$ cat config.mk
export PLATFORM = sky130hd
export DESIGN_NAME = fp_mul_pipe
export DESIGN_NICKNAME = d
export VERILOG_FILES = /design/src/rtl/fp_mul_pipe.sv
export SDC_FILE = /design/constraint.sdc
export NUM_CORES = 2
export LEC_CHECK = 0
export BUFFER_PORTS_ARGS = -buffer_cell sky130_fd_sc_hd__clkbuf_2
export CORE_MARGIN = 2
export CORE_UTILIZATION = 65
export DETAILED_ROUTE_END_ITERATION = 16
export PLACE_DENSITY = 0.86
export SKIP_CTS_REPAIR_TIMING = 1
export SLEW_MARGIN = 0
export SYNTH_ARGS = -nofsm -noshare
export SYNTH_HDL_FRONTEND = slang
export SYNTH_SLANG_ARGS = --single-unit
$ cat constraint.sdc
create_clock -name clk -period 8.1 [get_ports clk]
set_input_delay 1.62 -clock clk [delete_from_list [all_inputs] [get_ports clk]]
set_output_delay 1.62 -clock clk [all_outputs]
set_load 0.01 [all_outputs]
$ cat src/rtl/fp_mul_pipe.sv
// Three-stage IEEE-754 single-precision multiplier: unpack/exponent, mantissa product, normalize/round/pack.
// Denormal inputs are treated as zero and tiny results flush to signed zero; every NaN result is QNAN.
module fp_mul_pipe #(
  parameter int          LATENCY = 3,
  parameter logic [31:0] QNAN    = 32'h7FC00000
) (
  input  logic        clk,
  input  logic        rst,
  input  logic        in_valid,
  output logic        in_ready,
  input  logic [31:0] a,
  input  logic [31:0] b,
  output logic        out_valid,
  input  logic        out_ready,
  output logic [31:0] c,
  output logic [3:0]  flags
);

  // Handshake: a pair is accepted when in_valid & in_ready, a result leaves when
  // out_valid & out_ready; the whole pipe advances together whenever the output slot is free or drained.
  logic w_en;
  assign w_en      = !out_valid || out_ready;
  assign in_ready  = w_en;

  logic [LATENCY-1:0] r_vld;
  assign out_valid = r_vld[LATENCY-1];

  // Stage 1 combinational: classification and special-case result
  logic [7:0]  w_ea, w_eb;
  logic [22:0] w_fa, w_fb;
  logic        w_za, w_zb, w_ia, w_ib, w_na, w_nb, w_sa, w_sb, w_s;
  logic        w_spec;
  logic [31:0] w_spec_c;
  logic [3:0]  w_spec_f;

  assign w_ea = a[30:23];
  assign w_eb = b[30:23];
  assign w_fa = a[22:0];
  assign w_fb = b[22:0];
  assign w_s  = a[31] ^ b[31];
  assign w_za = (w_ea == 8'd0);
  assign w_zb = (w_eb == 8'd0);
  assign w_ia = (w_ea == 8'hFF) && (w_fa == 23'd0);
  assign w_ib = (w_eb == 8'hFF) && (w_fb == 23'd0);
  assign w_na = (w_ea == 8'hFF) && (w_fa != 23'd0);
  assign w_nb = (w_eb == 8'hFF) && (w_fb != 23'd0);
  assign w_sa = w_na && !w_fa[22];
  assign w_sb = w_nb && !w_fb[22];

  always_comb begin
    w_spec   = 1'b1;
    w_spec_c = QNAN;
    w_spec_f = 4'b0000;
    if (w_na || w_nb) begin
      w_spec_f = {(w_sa || w_sb), 3'b000};
    end else if ((w_ia && w_zb) || (w_za && w_ib)) begin
      w_spec_f = 4'b1000;
    end else if (w_ia || w_ib) begin
      w_spec_c = {w_s, 8'hFF, 23'h0};
    end else if (w_za || w_zb) begin
      w_spec_c = {w_s, 31'h0};
    end else begin
      w_spec = 1'b0;
    end
  end

  // Stage 1 registers
  logic               r_s1, r_spec1;
  logic signed [9:0]  r_e1;
  logic [23:0]        r_ma1, r_mb1;
  logic [31:0]        r_spec_c1;
  logic [3:0]         r_spec_f1;

  // Stage 2 registers
  logic               r_s2, r_spec2;
  logic signed [9:0]  r_e2;
  logic [47:0]        r_p2;
  logic [31:0]        r_spec_c2;
  logic [3:0]         r_spec_f2;

  always_ff @(posedge clk) begin
    if (w_en) begin
      r_s1      <= w_s;
      r_e1      <= $signed({2'b00, w_ea} + {2'b00, w_eb} - 10'd127);
      r_ma1     <= {1'b1, w_fa};
      r_mb1     <= {1'b1, w_fb};
      r_spec1   <= w_spec;
      r_spec_c1 <= w_spec_c;
      r_spec_f1 <= w_spec_f;

      r_s2      <= r_s1;
      r_e2      <= r_e1;
      r_p2      <= 48'(r_ma1) * 48'(r_mb1);
      r_spec2   <= r_spec1;
      r_spec_c2 <= r_spec_c1;
      r_spec_f2 <= r_spec_f1;
    end
  end

  // Stage 3 combinational: normalize, round to nearest even, select result
  logic               w_hi, w_g, w_st, w_rnd;
  logic [22:0]        w_m;
  logic [23:0]        w_mr;
  logic signed [9:0]  w_e_n, w_e_f;
  logic [31:0]        w_c;
  logic [3:0]         w_f;

  assign w_hi  = r_p2[47];
  assign w_m   = w_hi ? r_p2[46:24] : r_p2[45:23];
  assign w_g   = w_hi ? r_p2[23] : r_p2[22];
  assign w_st  = w_hi ? (|r_p2[22:0]) : (|r_p2[21:0]);
  assign w_rnd = w_g && (w_st || w_m[0]);
  assign w_mr  = {1'b0, w_m} + {23'd0, w_rnd};
  assign w_e_n = r_e2 + $signed({9'd0, w_hi});
  assign w_e_f = w_e_n + $signed({9'd0, w_mr[23]});

  always_comb begin
    w_c = {r_s2, w_e_f[7:0], w_mr[22:0]};
    w_f = {3'b000, (w_g || w_st)};
    if (r_spec2) begin
      w_c = r_spec_c2;
      w_f = r_spec_f2;
    end else if (w_e_f >= 10'sd255) begin
      w_c = {r_s2, 8'hFF, 23'h0};
      w_f = 4'b0101;
    end else if (w_e_f <= 10'sd0) begin
      w_c = {r_s2, 31'h0};
      w_f = 4'b0011;
    end
  end

  // Output stage keeps its last value across bubbles so c only changes when a result lands.
  always_ff @(posedge clk) begin
    if (!rst) begin
      r_vld <= '0;
      c     <= 32'd0;
      flags <= 4'd0;
    end else if (w_en) begin
      r_vld <= {r_vld[LATENCY-2:0], in_valid};
      if (r_vld[1]) begin
        c     <= w_c;
        flags <= w_f;
      end
    end
  end

endmodule

# Yosys cells after proc, flatten, opt, wreduce, memory -nomap -nowiden
# Index checks and enable logic that the tools add are counted.
op_classes:
  n_bitwise: 1
  reduce_logical: 31
  n_mul: 1
  n_eq_ne: 2
  n_addsub: 5
  mux: 14
  n_lt_le_gt_ge: 2
ops:
  columns: ["operator", "count"]
  rows:
  - ["two-way mux 32 bit", 3]
  - ["two-way mux 31 bit", 2]
  - ["multiplier 24 x 24 -> 48 bit", 1]
  - ["zero test 23 bit", 2]
  - ["nonzero test 23 bit", 2]
  - ["adder 23 x 1 -> 24 bit", 1]
  - ["two-way mux 23 bit", 1]
  - ["OR reduction 23 bit", 1]
  - ["OR reduction 22 bit", 1]
  - ["adder 10 x 2 -> 10 bit", 2]
  - ["equality test 8 bit (second input constant)", 2]
  - ["zero test 8 bit", 2]
  - ["two-way mux 4 bit", 3]
  - [">= comparator 10 x 9 -> 1 bit (second input constant)", 1]
  - ["<= comparator 10 x 1 -> 1 bit (second input constant)", 1]
  - ["subtractor 9 x 7 -> 10 bit (second input constant)", 1]
  - ["adder 8 x 8 -> 9 bit", 1]
  - ["logical AND 1 bit", 9]
  - ["logical OR 1 bit", 8]
  - ["zero test 1 bit", 3]
  - ["two-way mux 1 bit", 3]
  - ["two-way mux 3 bit", 1]
  - ["OR reduction 3 bit", 1]
  - ["two-way mux 2 bit", 1]
  - ["other kinds (3)", 3]
totals:
  output_inout_bits: 38
  wordCells: 74
  in_bits: 68
  regBits: 229

# Longest topological paths before layout
depth:
  word_depth: 10
  depth_mapped: 26

# Worst setup path before layout
# Ideal clock, no wire load.
synth_timing:
  kind: "input port to flip-flop"
  from: "in out_ready"
  to: "reg c[12]"
  setup_time_ns: 0.065
  arrival_time_ns: 7.103
  slack_ns: 0.932
  n_path_buf: 2
  cell_stages: 10
  cell_sequence: "nand2b_1 -> clkbuf_1 -> nand2_1 -> nor2_1 -> nand2_1 -> nor2b_1 -> and2_1 -> clkbuf_1 -> a22oi_1 -> nor2b_1"
synth_via:
  elab_chain_cells: 2
synth_lines:
  columns: ["element", "line_no", "rtl"]
  rows:
  - ["start: declaration", "14", "input logic out_ready,"]
  - ["logical OR 1 bit", "22", "assign w_en = !out_valid || out_ready;"]
  - ["named net in_ready", "10", "output logic in_ready,"]
  - ["AND reduction 2 bit (no line)", null, null]
  - ["end signal: assignment", "141", "c <= w_c;"]
  - ["end: declaration", "15", "output logic [31:0] c,"]
# The timed path passes the listed nets, and every way through them passes these cells.
# A chain may end at the register's enable or synchronous reset.

# Worst setup path in the final report
layout_timing:
  from: "reg r_ma1[20]"
  to: "reg r_p2[46], data pin"
layout_via:
  elab_chain_cells: 1
layout_lines:
  columns: ["element", "line_no", "rtl"]
  rows:
  - ["start: declaration", "70", "logic [23:0] r_ma1, r_mb1;"]
  - ["start signal: assignment", "85", "r_ma1 <= {1'b1, w_fa};"]
  - ["multiplier 24 x 24 -> 48 bit", "93", "r_p2 <= 48'(r_ma1) * 48'(r_mb1);"]
  - ["end signal: assignment", "93", null]
  - ["end: declaration", "77", "logic [47:0] r_p2;"]
# Every way passes these cells.

==> flow_metrics.tcl <==
set metrics [dict create \
    initialDrtViolationCount 2277 \
    routed-via-count 19421 \
    first_pass_iters 5 \
    yosysTopAreaCell "fa_1" \
    required_ps 8300 \
    ant_nets 0 \
    tightest_slew_ps 1210 \
    htree_levels 4 \
    area_growth_pct 6.43 \
    portBuffers 105 \
    path_max_fanout 24 \
    synth-seq-cells 165 \
    cts-buffers-inserted 17 \
    cpMaxStageDelayCell "edfxtp_1" \
    nNetsFinal 3498 \
    drc 0 \
    netlist_area_mm2 0.0260 \
    crit_type "flop to flop" \
    drt-total-wl_um 69800 \
    viasPerCell 5.90 \
    wl_per_cell_um 21.2 \
    setup_slack_ps 436 \
    path_cells "and2_1, fa_1, fa_1, inv_1, fa_1, fa_1, inv_1, fa_1, fa_1, inv_1, fa_1, inv_1, ha_1, a21o_1, a21o_1, o311ai_0, a21oi_1, a21oi_1, o221ai_1, nor4b_1, nor3_1" \
    whs_ps 421 \
    grt_pass1_wl_um 111000 \
    io_pins 106 \
    drive_above_1_share_pct 7.44 \
    worstSkewPairLatency_ps 470 \
    place.gp.congestion 1.03 \
    yosysMostFrequentCell "inv_1" \
    track_usage_pct 35.4 \
    antenna_found_initial 1 \
    grt_max_degree 67 \
    synth_cell_types 80 \
    syn_avg_cell_area_um2 9.62 \
    start_kind "flop" \
    ys_seq_area_share_pct 17.6 \
    fin_tns_setup_ps 0 \
    cts.sinks 165 \
    cap_violations 0 \
    hpwlAfterDp_um 56600 \
    cts_tree "built" \
    hold_viol_final 0 \
    netlist_top_cells_count "581 x inv_1, 484 x fa_1, 332 x nand2_1" \
    syn_inst 2701 \
    slew_violations 0 \
    path_common_cell "fa_1" \
    overflow 0 \
    grt_pass1_vias 20797 \
    clockBufferDepth 2 \
    rows 73 \
    yosys_warnings 0 \
    die_w_um 204 \
    clkTransAtPathRegs_ps 80 \
    synth_area_leaders "fa_1 37%, edfxtp_1 15%, ha_1 9.2%" \
    pre_cts_slack_ps 546 \
    rsz0062_at_grt "false" \
    hp-start "r_e1[7]" \
    syn_nets 3444 \
    antenna_cells 0 \
    async_flop_share_pct 0 \
    fin_skew_ps 14.7 \
    post-route-period-util_pct 94.6 \
    final-setup-viol-count 0 \
    cp-end-kind "flop" \
    hp-class "flop to flop" \
    post-route-min-period_ps 7660 \
    rr_startpoint "r_ma1[20]" \
    crit_arrival_ps 7870 \
    fmax_ghz 0.130 \
    max_stage_delay_ps 1160 \
    cts_root_buffer "clkbuf_16" \
    initial_core_util_pct 65.7 \
    synth_ff_type "edfxtp_1" \
    core_mm2 0.0395 \
    fp.dieArea_mm2 0.0416 \
    synth_top_area_share_pct 37.3 \
    status "finished clean" \
    die_h_um 204 \
    slew_headroom_pct 19.6 \
    nFillCells 2814 \
    cp-startpoint "r_ma1[20]" \
    critPathTopFamily "adder cells" \
    synth-edff-count 126 \
    crit_buf_inv 4 \
]
-- area by class of cell --
cell class	count	area [um^2]	area share (%)
multi-input combinational	1836	18800	67.8
sequential	165	4560	16.5
inverter	585	2200	7.94
timing repair buffer	150	863	3.12
tap	525	657	2.38
clock buffer	17	425	1.54
clock inverter	15	185	0.670
-- through the flow --
stage / cells / instance area [um^2] / utilization [%]
finish: 3293 / 27700 / 69.9
detailed placement: 3261 / 27000 / 68.4
global placement: 3261 / 27000 / 68.4
CTS: 3293 / 27700 / 69.9
floorplan: 2701 / 26000 / -
global route: 3293 / 27700 / 69.9
-- worst paths after layout --
path | to | slack, ps | cells past startpoint
hold reg to reg | r_e2[7] | 420 | 0
setup / recovery | r_p2[46] | 440 | 21
hold / removal | r_e2[7] | 420 | 0
setup reg to reg | r_p2[46] | 440 | 21
-- cells in the final DEF, fill, tap and decap left out, types with 4 or more instances in the layout --
master,count
clkbuf_2,105
o21a_1,9
o21bai_1,8
nand4_1,22
edfxtp_1,126
a31oi_1,5
inv_1,581
dfxtp_1,39
o211ai_1,12
nor2b_1,33
buf_4,45
o21ai_0,30
and2_1,248
a21boi_0,19
and3_1,11
clkinv_8,4
mux2i_1,11
a21o_1,25
fa_1,484
clkinv_1,4
nor4_1,22
clkbuf_16,17
nor2_1,78
o31ai_1,4
a211oi_1,4
nor3_1,18
xnor2_1,55
nand3_1,33
nand2b_1,6
ha_1,191
a21oi_1,65
nand2_1,332
xor2_1,32
a22oi_1,15
-- metal layers --
layer,global-route usage [%],part of all wire [%]
met1,46.2,37
met5,0,0.024
met4,16.9,5.5
met3,8.80,11
met2,55.9,45
-- worst register-to-register path, delay by kind of cell, from the launching register on --
kind | cells | cell delay (ps)
flip-flops | 1 | 1160
buffers and inverters | 4 | 200
adder cells (fa/ha/maj) | 8 | 3890
AND/OR/NAND/NOR | 3 | 790
AO/OA/AOI/OAI | 6 | 1370
-- kinds of logic after synthesis --
family                   count (synthesis)  synth area share [%]
adder cells (fa/ha/maj)                675                  46.5
AND/OR/NAND/NOR                        827                  16.0
flip-flops                             165                  17.6
XOR/XNOR                                87                  2.93
AO/OA/AOI/OAI                          234                  6.24
multiplexers                            13                 0.511
buffers and inverters                  700                  10.3
-- flip-flops by register name, indices dropped and copies added (netlist names), 3 cells and up --
| name | cells |
|---|---|
| r_vld | 3 |
| r_spec_c1 | 3 |
| r_p2 | 48 |
| r_e1 | 10 |
| r_e2 | 10 |
| r_spec_c2 | 3 |
| r_ma1 | 23 |
| flags | 4 |
| r_mb1 | 23 |
| c | 32 |
Power is not shown: default switching activity piles up to over one toggle a cycle in this logic, so the estimate is an artifact.
